<file path="config.mk">
export PLATFORM = sky130hd
export DESIGN_NAME = fetch_queue_flat
export DESIGN_NICKNAME = d
export VERILOG_FILES = /design/src/rtl/fetch_queue_if.sv /design/src/rtl/fetch_queue.sv /design/src/flat_wrapper.sv
export SDC_FILE = /design/constraint.sdc
export NUM_CORES = 1
export LEC_CHECK = 0
export BUFFER_PORTS_ARGS = -buffer_cell sky130_fd_sc_hd__buf_4
export CORE_MARGIN = 3
export CORE_UTILIZATION = 35
export CTS_BUF_LIST = sky130_fd_sc_hd__clkbuf_8 sky130_fd_sc_hd__clkbuf_16
export DETAILED_ROUTE_END_ITERATION = 7
export GPL_TIMING_DRIVEN = 0
export HOLD_SLACK_MARGIN = 0.12
export REMOVE_ABC_BUFFERS = 1
export SLEW_MARGIN = 10
export SYNTH_ARGS = -nofsm -noshare
export SYNTH_HDL_FRONTEND = slang
export SYNTH_SLANG_ARGS = --single-unit
</file>
<file path="constraint.sdc">
create_clock -name clk -period 5.3 [get_ports clk]
set_input_delay 0.265 -clock clk [delete_from_list [all_inputs] [get_ports clk]]
set_output_delay 0.265 -clock clk [all_outputs]
set_load 0.05 [all_outputs]
</file>
<file path="src/rtl/fetch_queue_if.sv">
// fetch_queue_if: fetch/decode handshake and head-entry bus for the fetch queue
interface fetch_queue_if #(
  parameter int DEPTH = 4,
  parameter int XLEN  = 32
);
  logic                   ValidF;
  logic [XLEN-1:0]        RDF;
  logic [XLEN-1:0]        PCF;
  logic [XLEN-1:0]        PCPlus4F;
  logic                   StallD;
  logic                   FlushD;
  logic                   StallF;
  logic                   ValidD;
  logic [XLEN-1:0]        InstrD;
  logic [XLEN-1:0]        PCD;
  logic [XLEN-1:0]        PCPlus4D;
  logic [$clog2(DEPTH):0] CountQ;
  modport master (
    output ValidF, RDF, PCF, PCPlus4F, StallD, FlushD,
    input  StallF, ValidD, InstrD, PCD, PCPlus4D, CountQ
  );
  modport slave (
    input  ValidF, RDF, PCF, PCPlus4F, StallD, FlushD,
    output StallF, ValidD, InstrD, PCD, PCPlus4D, CountQ
  );
endinterface

</file>
<file path="src/rtl/fetch_queue.sv">
// fetch_queue: in-order fetch-to-decode instruction buffer with flush; FETCHQ_BYPASS_EN enables same-cycle bypass through an empty queue
module fetch_queue #(
  parameter int DEPTH = 4,
  parameter int XLEN  = 32
) (
  input  logic         clk,
  input  logic         rst,
  fetch_queue_if.slave bus
);
  localparam int AW = $clog2(DEPTH);
  localparam logic [AW:0] FullCount = (AW+1)'(DEPTH);
  logic [XLEN-1:0] instrMem [DEPTH];
  logic [XLEN-1:0] pcMem [DEPTH];
  logic [XLEN-1:0] pcPlus4Mem [DEPTH];
  logic [AW-1:0]   headPtr, tailPtr;
  logic [AW:0]     count;
  logic            empty, full, bypass, push, pop;
  // status from registered count, head read (or bypassed fetch word), and push/pop qualification
  always_comb begin
    empty = count == '0;
    full = count == FullCount;
`ifdef FETCHQ_BYPASS_EN
    bypass = empty & bus.ValidF & ~bus.FlushD;
`else
    bypass = 1'b0;
`endif
    bus.StallF = full;
    bus.ValidD = ~empty | bypass;
    bus.CountQ = count;
    bus.InstrD = bypass ? bus.RDF : empty ? '0 : instrMem[headPtr];
    bus.PCD = bypass ? bus.PCF : empty ? '0 : pcMem[headPtr];
    bus.PCPlus4D = bypass ? bus.PCPlus4F : empty ? '0 : pcPlus4Mem[headPtr];
    pop = ~empty & ~bus.StallD & ~bus.FlushD;
    push = bus.ValidF & ~full & ~bus.FlushD & ~(bypass & ~bus.StallD);
  end
  // entry storage, written only on an accepted push
  always_ff @(posedge clk) begin
    if (push) begin
      instrMem[tailPtr] <= bus.RDF;
      pcMem[tailPtr] <= bus.PCF;
      pcPlus4Mem[tailPtr] <= bus.PCPlus4F;
    end
  end
  // pointers and occupancy; reset and flush both empty the queue outright
  always_ff @(posedge clk) begin
    if (rst || bus.FlushD) begin
      headPtr <= '0;
      tailPtr <= '0;
      count <= '0;
    end else begin
      if (push) tailPtr <= tailPtr + 1'b1;
      if (pop) headPtr <= headPtr + 1'b1;
      if (push != pop) count <= push ? count + 1'b1 : count - 1'b1;
    end
  end
endmodule

</file>
<file path="src/flat_wrapper.sv">
// flat-port wrapper written by rule: the top's interface ports become plain ports
module fetch_queue_flat 
#(
  parameter int DEPTH = 4,
  parameter int XLEN  = 32
)
  (clk, rst, bus_ValidF, bus_RDF, bus_PCF, bus_PCPlus4F, bus_StallD, bus_FlushD, bus_StallF, bus_ValidD, bus_InstrD, bus_PCD, bus_PCPlus4D, bus_CountQ);
  fetch_queue_if #(.DEPTH(DEPTH), .XLEN(XLEN)) bus_i ();
  input  logic clk;
  input  logic rst;
  input wire logic [$bits(bus_i.ValidF)-1:0] bus_ValidF;
  input wire logic [$bits(bus_i.RDF)-1:0] bus_RDF;
  input wire logic [$bits(bus_i.PCF)-1:0] bus_PCF;
  input wire logic [$bits(bus_i.PCPlus4F)-1:0] bus_PCPlus4F;
  input wire logic [$bits(bus_i.StallD)-1:0] bus_StallD;
  input wire logic [$bits(bus_i.FlushD)-1:0] bus_FlushD;
  output wire logic [$bits(bus_i.StallF)-1:0] bus_StallF;
  output wire logic [$bits(bus_i.ValidD)-1:0] bus_ValidD;
  output wire logic [$bits(bus_i.InstrD)-1:0] bus_InstrD;
  output wire logic [$bits(bus_i.PCD)-1:0] bus_PCD;
  output wire logic [$bits(bus_i.PCPlus4D)-1:0] bus_PCPlus4D;
  output wire logic [$bits(bus_i.CountQ)-1:0] bus_CountQ;
  assign bus_i.ValidF = bus_ValidF;
  assign bus_i.RDF = bus_RDF;
  assign bus_i.PCF = bus_PCF;
  assign bus_i.PCPlus4F = bus_PCPlus4F;
  assign bus_i.StallD = bus_StallD;
  assign bus_i.FlushD = bus_FlushD;
  assign bus_StallF = bus_i.StallF;
  assign bus_ValidD = bus_i.ValidD;
  assign bus_InstrD = bus_i.InstrD;
  assign bus_PCD = bus_i.PCD;
  assign bus_PCPlus4D = bus_i.PCPlus4D;
  assign bus_CountQ = bus_i.CountQ;
  fetch_queue #(.DEPTH(DEPTH), .XLEN(XLEN)) u_core (.clk(clk), .rst(rst), .bus(bus_i));
endmodule
</file>
* Yosys cells after proc, flatten, opt, wreduce, memory -nomap -nowiden
Memory sizes are Yosys's and may differ from the RTL's. A register that Yosys moved wholly into a read port is not among the register bits. Index checks and enable logic that the tools add are counted.
Word-level totals: register bits after elaboration 7, memory bits (writable) 384, bits of input ports 101, output and inout bits 101, word-level logic and storage cells 34, memories kept 3
Cells by class: $add $sub $neg 4, equal/unequal tests 2, mux-type cells 12, bitwise gates (word level) 8, reductions and logical operators 2
Memory list:
- u_core.instrMem | words 4, width 32, rd ports 1, clocked after memory_dff 1, wr ports 1, line fetch_queue.sv:12 | logic [XLEN-1:0] instrMem [DEPTH];
- u_core.pcMem | words 4, width 32, rd ports 1, clocked after memory_dff 1, wr ports 1, line fetch_queue.sv:13 | logic [XLEN-1:0] pcMem [DEPTH];
- u_core.pcPlus4Mem | words 4, width 32, rd ports 1, clocked after memory_dff 1, wr ports 1, line fetch_queue.sv:14 | logic [XLEN-1:0] pcPlus4Mem [DEPTH];
Operators by type and width (count):
- two-way mux 32 bit | 3
- two-way mux 2 bit | 6
- adder 2 x 1 -> 2 bit, second input constant | 2
- bitwise AND 1 bit | 4
- inverter 1 bit | 4
- adder 3 x 1 -> 3 bit, second input constant | 1
- == test 3 bit, second input constant | 1
- logical NOT 3 bit | 1
- two-way mux 3 bit | 1
- subtractor 3 x 1 -> 3 bit, second input constant | 1
- two-way mux 1 bit | 2
- logical OR 1 bit | 1
- inequality test 1 bit | 1

* Depth between registers and ports, before layout
Gate-level depths: netlist (run 1).
depth after elaboration 6, depth in mapped cells 7, mapped depth without buffers 7

* Worst setup path before layout (run 1)
Ideal clock, no wire load.
kind reg-to-reg, start reg u_core.count[1] (netlist: u_core.bus.CountQ[1]), end mem u_core.instrMem[0][0] (enable), setup time 466 ps, arrival time 3460 ps, data required time 4834 ps, path slack 1375 ps, stages on the path, launching flop included 4, buffers on the path 0, clock period less this slack 3925 ps, path through dfxtp_1 nor2_1 a21boi_2 and2_1
On the way: word-level cells in the longest chain between the ends 6
RTL lines:
- start: declaration | line fetch_queue.sv:16 | logic [AW:0] count;
- start signal: assignment | line fetch_queue.sv:53 | if (push != pop) count <= push ? count + 1'b1 : count - 1'b1;
- == test 3 bit | line fetch_queue.sv:21 | full = count == FullCount;
- inverter 1 bit | line fetch_queue.sv:34 | push = bus.ValidF & ~full & ~bus.FlushD & ~(bypass & ~bus.StallD);
- bitwise AND 1 bit (2 in a row) | line fetch_queue.sv:34
- two-way mux 1 bit | line fetch_queue.sv:38 | if (push) begin
- two-way mux 1 bit (not written as such) | line fetch_queue.sv:39 | instrMem[tailPtr] <= bus.RDF;
- end: declaration | line fetch_queue.sv:12
Every way passes these cells.

==> results.sh, run 1 <==
export IMPL_fin_skew_ns=0.0117
export IMPL_cts_root_buf="clkbuf_16"
export IMPL_seqCellArea_mm2=0.0117
export IMPL_grt_max_degree=65
export IMPL_synth_flop_cell="edfxtp_1"
export IMPL_ys_seq_elements=393
export IMPL_hpwl_um=17800
export IMPL_wire_per_inst_um=19.6
export IMPL_fin_crit_sh_pct=54.5
export IMPL_worstSetupStartpointType="register"
export IMPL_yosysTopAreaCell="edfxtp_1"
export IMPL_cellPowerDensity_mw_per_mm2=341
export IMPL_io_buffers=201
export IMPL_worstPathMaxFanout=35
export IMPL_chipHeight_um=213
export IMPL_finalSetupViolCount=0
export IMPL_synth_avg_cell_area_um2=22.4
export IMPL_grt_pass1_vias=8277
export IMPL_htreeDepth=2
export IMPL_yosysMostFrequentCell="edfxtp_1"
export IMPL_ctsResizeCount=0
export IMPL_synth_top_cell_area_share_pct=76.7
export IMPL_drive_above_1_share_pct=36.7
export IMPL_fill_cells=3560
export IMPL_drv_cap=0
export IMPL_grt_overflow_total=0
export IMPL_p_leak_nw=6.71
export IMPL_whs_ns=0.248
export IMPL_reg2reg_depth=4
export IMPL_r2r_end="u_core.pcMem[3][7]"
export IMPL_syn_cell_area_mm2=0.0150
export IMPL_peakVddDrop_v=0.000272
export IMPL_async_flop_share_pct=0
export IMPL_ios=202
export IMPL_clock_sinks=393
export IMPL_grt_antenna_before_repair=1
export IMPL_status="finished clean"
export IMPL_fmax_ghz=0.346
export IMPL_fin_crit_ns=2.89
export IMPL_relSlewSlack_pct=54.1
export IMPL_tightest_slew_ns=0.689
export IMPL_syn_inst=670
export IMPL_fin_util_pct=46.5
export IMPL_min_path_type="in2reg"
export IMPL_areaGrowthSynthToFinish_pct=30.5
export IMPL_synth_distinct_cells=31
export IMPL_ys_seq_area_share_pct=77.9
export IMPL_ant_nets=0
export IMPL_ys_warn_count=0
export IMPL_start_util_pct=35.7
export IMPL_multi_input_area_mm2=0.00312
export IMPL_final_nets=1099
export IMPL_synth_top_cells_by_area="edfxtp_1 77%, mux4_2 14%, and2_1 4.3%, dfxtp_1 1.2%, ha_1 0.42%"
export IMPL_hold_buffers=100
export IMPL_fp_dieW_um=213
export IMPL_num_vias=7493
export IMPL_avgViaCountPerCell=4.79
export IMPL_r2r_slack_ns=3.04
export IMPL_cts_tree="done"
export IMPL_cp_endpoint="bus_PCPlus4D[6]"
export IMPL_critical_path_class="reg2out"
export IMPL_firstDrtPassIters=5
export IMPL_rows=75
export IMPL_critical_path_endpoint_type="output port"
export IMPL_insertion_delay_ns=0.55
export IMPL_first_iter_violations=358
export IMPL_arrival_ns=2.62
export IMPL_die_area_mm2=0.0455
export IMPL_cts_buffers=41
export IMPL_synth_edff_count=384
export IMPL_gp_congestion=0.687
export IMPL_drc=0
export IMPL_grt_setup_unrepaired="no"
export IMPL_wirelength_um=30700
export IMPL_r2r_start="u_core.bus.CountQ[1]"
export IMPL_clk_path_buf_depth=3
export IMPL_post_cts_buffers=0
export IMPL_required_ns=5.04
export IMPL_clkTransAtPathRegs_ns=0.06
export IMPL_core_mm2=0.0421
export IMPL_grt_pass1_wl_um=47200
export IMPL_track_usage_pct=13.7
export IMPL_finalHoldViolations=0
export IMPL_synthTopCellsByCount="384 x edfxtp_1, 103 x and2_1, 96 x mux4_2"
export IMPL_slew_viol_final=0
-- layout make-up --
cell class              instances  share of cell area (%)
clock buffers                  44                    5.56
clock inverters                30                   0.817
flip-flops and latches        393                    59.8
inverters                       3                  0.0702
diodes                          1                  0.0128
multi-input cells             240                    15.9
repair buffers                314                    14.4
well taps                     539                    3.44
-- metal layers --
metal	share of wire, %	track usage [%]	vias to the layer above
met3	5.4	3.36	38
li1	-	-	3382
met5	0	0	-
met1	43	18.0	3895
met4	1.9	4.44	0
met2	49	22.7	178
-- sequential cells by signal, summed over array words and instances, names as in the netlist, named ones only --
register           count
u_core.instrMem      128
u_core.pcMem         128
u_core.pcPlus4Mem    128
u_core.bus.CountQ      3
u_core.headPtr         2
u_core.tailPtr         2
-- per-stage QoR --
step / TNS, ns / power [W] / std cells / area [µm²] / setup slack (ns)
after floorplan: 0 / 0.00384 / 636 / 14800 / 0.0410
after global placement: -441.38 / 0.00406 / 1376 / 17000 / -2.16
after detailed placement: 0 / 0.00406 / 1389 / 17400 / 2.87
after CTS: 0 / 0.00679 / 1563 / 19600 / 2.27
after global routing: 0 / 0.00694 / 1564 / 19600 / 2.21
final: 0 / 0.00668 / 1564 / 19600 / 2.41
-- cell usage in the layout, fill, tap and decap left out, types with 2 or more instances in the layout --
cell type      count
edfxtp_1         384
buf_4            201
dlygate4sd3_1    100
and2_1            99
mux4_2            96
clkbuf_16         43
inv_1             19
buf_16             8
dfxtp_1            7
clkinv_2           6
nor2_1             5
a21oi_1            5
ha_1               5
buf_12             5
and2_4             4
nor2b_1            3
xnor2_1            3
clkinv_1           3
o21ai_0            2
or3_1              2
nand3_1            2
nand2b_1           2
dfxtp_4            2
-- power by group --
part / switching (W) / leakage [nW] / total, W / internal [W]
Combinational: 0.000327 / 2.47 / 0.000568 / 0.000241
Sequential: 0.0000152 / 3.56 / 0.00348 / 0.00346
Clock: 0.00111 / 0.679 / 0.00264 / 0.00152
Total: 0.00146 / 6.71 / 0.00668 / 0.00523
-- worst max-delay path: stages, from the launching register on --
cell and delay, ns:
dfxtp_4 0.77, buf_16 0.35, mux4_2 0.55, and2_1 0.18, buf_4 0.19
-- cell families (layout without fill, tap and decap cells) --
family          count (synthesis)  after routing  synth area share, %
compound gates                 12             12                0.550
simple gates                  122            122                 5.02
fa+ha+maj                       5              5                0.416
mux                            98             98                 14.5
xor+xnor                        3              3                0.175
buf+inv                        37            391                 1.38
other cells                     0              1                    0
flops                         393            393                 77.9
-- how the worst min path moves through the flow --
stage | end | cells after the start | start
2_1_floorplan | u_core.instrMem[0][0] | 0 | bus_RDF[0]
3_3_place_gp | u_core.pcMem[2][14] | 1 | bus_PCF[14]
3_5_place_dp | u_core.instrMem[2][7] | 1 | bus_RDF[7]
4_1_cts | u_core.bus.CountQ[0] | 5 | bus_ValidF
5_1_grt | u_core.bus.CountQ[0] | 5 | bus_ValidF
6_report | u_core.bus.CountQ[0] | 5 | bus_ValidF
No activity file was read; power rests on OpenSTA's default activity.
==> run 2, diff against run 1 <==
==> constraint.sdc (replaced) <==
create_clock -name clk -period 3 [get_ports clk]
set_input_delay 0.15 -clock clk [delete_from_list [all_inputs] [get_ports clk]]
set_output_delay 0.15 -clock clk [all_outputs]
set_load 0.05 [all_outputs]
==> run 2 against run 1 <==
Hold slack worse by 0.086 ns; flip-flop and latch count is the same; wire length rose by 0.18%; die area unchanged; critical path depth did not move; largest power group unchanged; non-clock buffer count is 1 higher; sequential power increased by 76%; worst setup slack lost 2.2 ns; clock power rose by 77%; final area about the same; critical path type unchanged; register-to-register slack got worse by 2.5 ns; count of clock-buffer cells in the layout unchanged.
==> results.sh, run 2 (synthesis results as in run 1) <==
export IMPL_drc=0
export IMPL_cts_root_buf="clkbuf_16"
export IMPL_fin_crit_sh_pct=92.5
export IMPL_wirelength_um=30700
export IMPL_fin_crit_ns=2.77
export IMPL_tightest_slew_ns=0.691
export IMPL_fin_skew_ns=0.0116
export IMPL_min_path_type="in2reg"
export IMPL_relSlewSlack_pct=54.0
export IMPL_rows=75
export IMPL_grt_setup_unrepaired="no"
export IMPL_drive_above_1_share_pct=36.7
export IMPL_slew_viol_final=0
export IMPL_total_power_w=0.0118
export IMPL_firstDrtPassIters=5
export IMPL_critical_path_class="reg2out"
export IMPL_fp_dieW_um=213
export IMPL_clk_path_buf_depth=3
export IMPL_htreeDepth=2
export IMPL_critical_path_endpoint_type="output port"
export IMPL_ant_nets=0
export IMPL_areaGrowthSynthToFinish_pct=30.5
export IMPL_grt_pass1_vias=8296
export IMPL_die_area_mm2=0.0455
export IMPL_swShare_pct=21.8
export IMPL_worstPathMaxFanout=35
export IMPL_core_mm2=0.0421
export IMPL_cellPowerDensity_mw_per_mm2=602
export IMPL_ios=202
export IMPL_final_nets=1100
export IMPL_p_leak_nw=6.72
export IMPL_post_cts_buffers=0
export IMPL_cts_buffers=41
export IMPL_finalHoldViolations=0
export IMPL_clkTransAtPathRegs_ns=0.06
export IMPL_grt_antenna_before_repair=1
export IMPL_wire_per_inst_um=19.6
export IMPL_power_share_sequential_pct=52.0
export IMPL_hold_buffers=101
export IMPL_pwr_share_comb_pct=8.5
export IMPL_final_common_cell="edfxtp_1"
export IMPL_layout_common_cells="384 x edfxtp_1, 201 x buf_4, 101 x dlygate4sd3_1"
export IMPL_worstSetupStartpointType="register"
export IMPL_num_vias=7499
export IMPL_first_iter_violations=376
export IMPL_grt_max_degree=65
export IMPL_avgViaCountPerCell=4.79
export IMPL_reg_top3="u_core.instrMem x128, u_core.pcMem x128, u_core.pcPlus4Mem x128"
export IMPL_chipHeight_um=213
export IMPL_instances_no_fill=1565
export IMPL_grt_overflow_total=0
export IMPL_finalSetupViolCount=0
export IMPL_track_usage_pct=13.7
export IMPL_cts_tree="done"
export IMPL_fmax_ghz=0.360
export IMPL_dp_cells=1389
export IMPL_status="finished clean"
export IMPL_arrival_ns=2.62
export IMPL_required_ns=2.85
export IMPL_p_int_w=0.00923
export IMPL_clock_sinks=393
export IMPL_grt_pass1_wl_um=47200
export IMPL_p_switching_w=0.00257
export IMPL_clkPwrFrac_pct=39.5
export IMPL_insertion_delay_ns=0.55
export IMPL_hpwl_um=17800
export IMPL_drv_cap=0
export IMPL_gp_congestion=0.687
export IMPL_fin_util_pct=46.6
export IMPL_ctsResizeCount=0
export IMPL_start_util_pct=35.7
export IMPL_peakVddDrop_v=0.000481
export IMPL_io_buffers=201
[run 2: changes by cell type in the layout (fill, tap and decap cells not counted), sizes merged]
cell | previous run | this run
dlygate4sd3 | 100 | 101
[run 2: stage by stage]
step	setup TNS (ns)	hold slack [ns]	worst slack, ns	area (µm²)
after floorplan	-561.55	0.249	-2.14	14800
after global placement	-1511.17	0.351	-4.34	17000
after detailed placement	0	0.353	0.674	17400
after CTS	0	0.125	0.0890	19600
after global routing	0	0.184	0.0222	19600
final	0	0.162	0.226	19600
[run 2: power by group through the flow]
stage               Combinational [W]  Sequential, W  Clock (W)
floorplan                    0.000504        0.00628          0
global placement             0.000878        0.00629          0
detailed placement           0.000910        0.00626          0
CTS                           0.00102        0.00614    0.00482
global route                  0.00107        0.00615    0.00505
finish                        0.00101        0.00614    0.00466
[run 2: layer usage]
| metal | GRT usage [%] | part of all wire (%) |
|---|---|---|
| met2 | 22.7 | 49 |
| met4 | 4.44 | 1.9 |
| met1 | 18.0 | 44 |
| met3 | 3.36 | 5.2 |
| met5 | 0 | 0 |
[run 2: cell type report]
| type | count | area [µm²] |
|---|---|---|
| inverter | 3 | 13.8 |
| sequential | 393 | 11700 |
| fill | 3563 | 22500 |
| clock buffer | 44 | 1090 |
| tap | 539 | 674 |
| clock inverter | 30 | 160 |
| timing repair buffer | 315 | 2840 |
| antenna | 1 | 2.50 |
| multi-input combinational | 240 | 3120 |
[run 2: final timing paths]
check | start | to | slack, ns | cells past startpoint
worst min register to register | u_core.headPtr[1] | register | 0.54 | 2
worst max register to register | u_core.bus.CountQ[1] | u_core.bus.CountQ[1] | 0.55 | 6
worst min-delay path | bus_ValidF | u_core.bus.CountQ[2] | 0.16 | 5
worst max-delay path | register | bus_PCPlus4D[6] | 0.23 | 4
[run 2: critical path, cell delays in order (launching register included)]
cell	delay, ns
dfxtp_4	0.77
buf_16	0.35
mux4_2	0.55
and2_1	0.18
buf_4	0.19
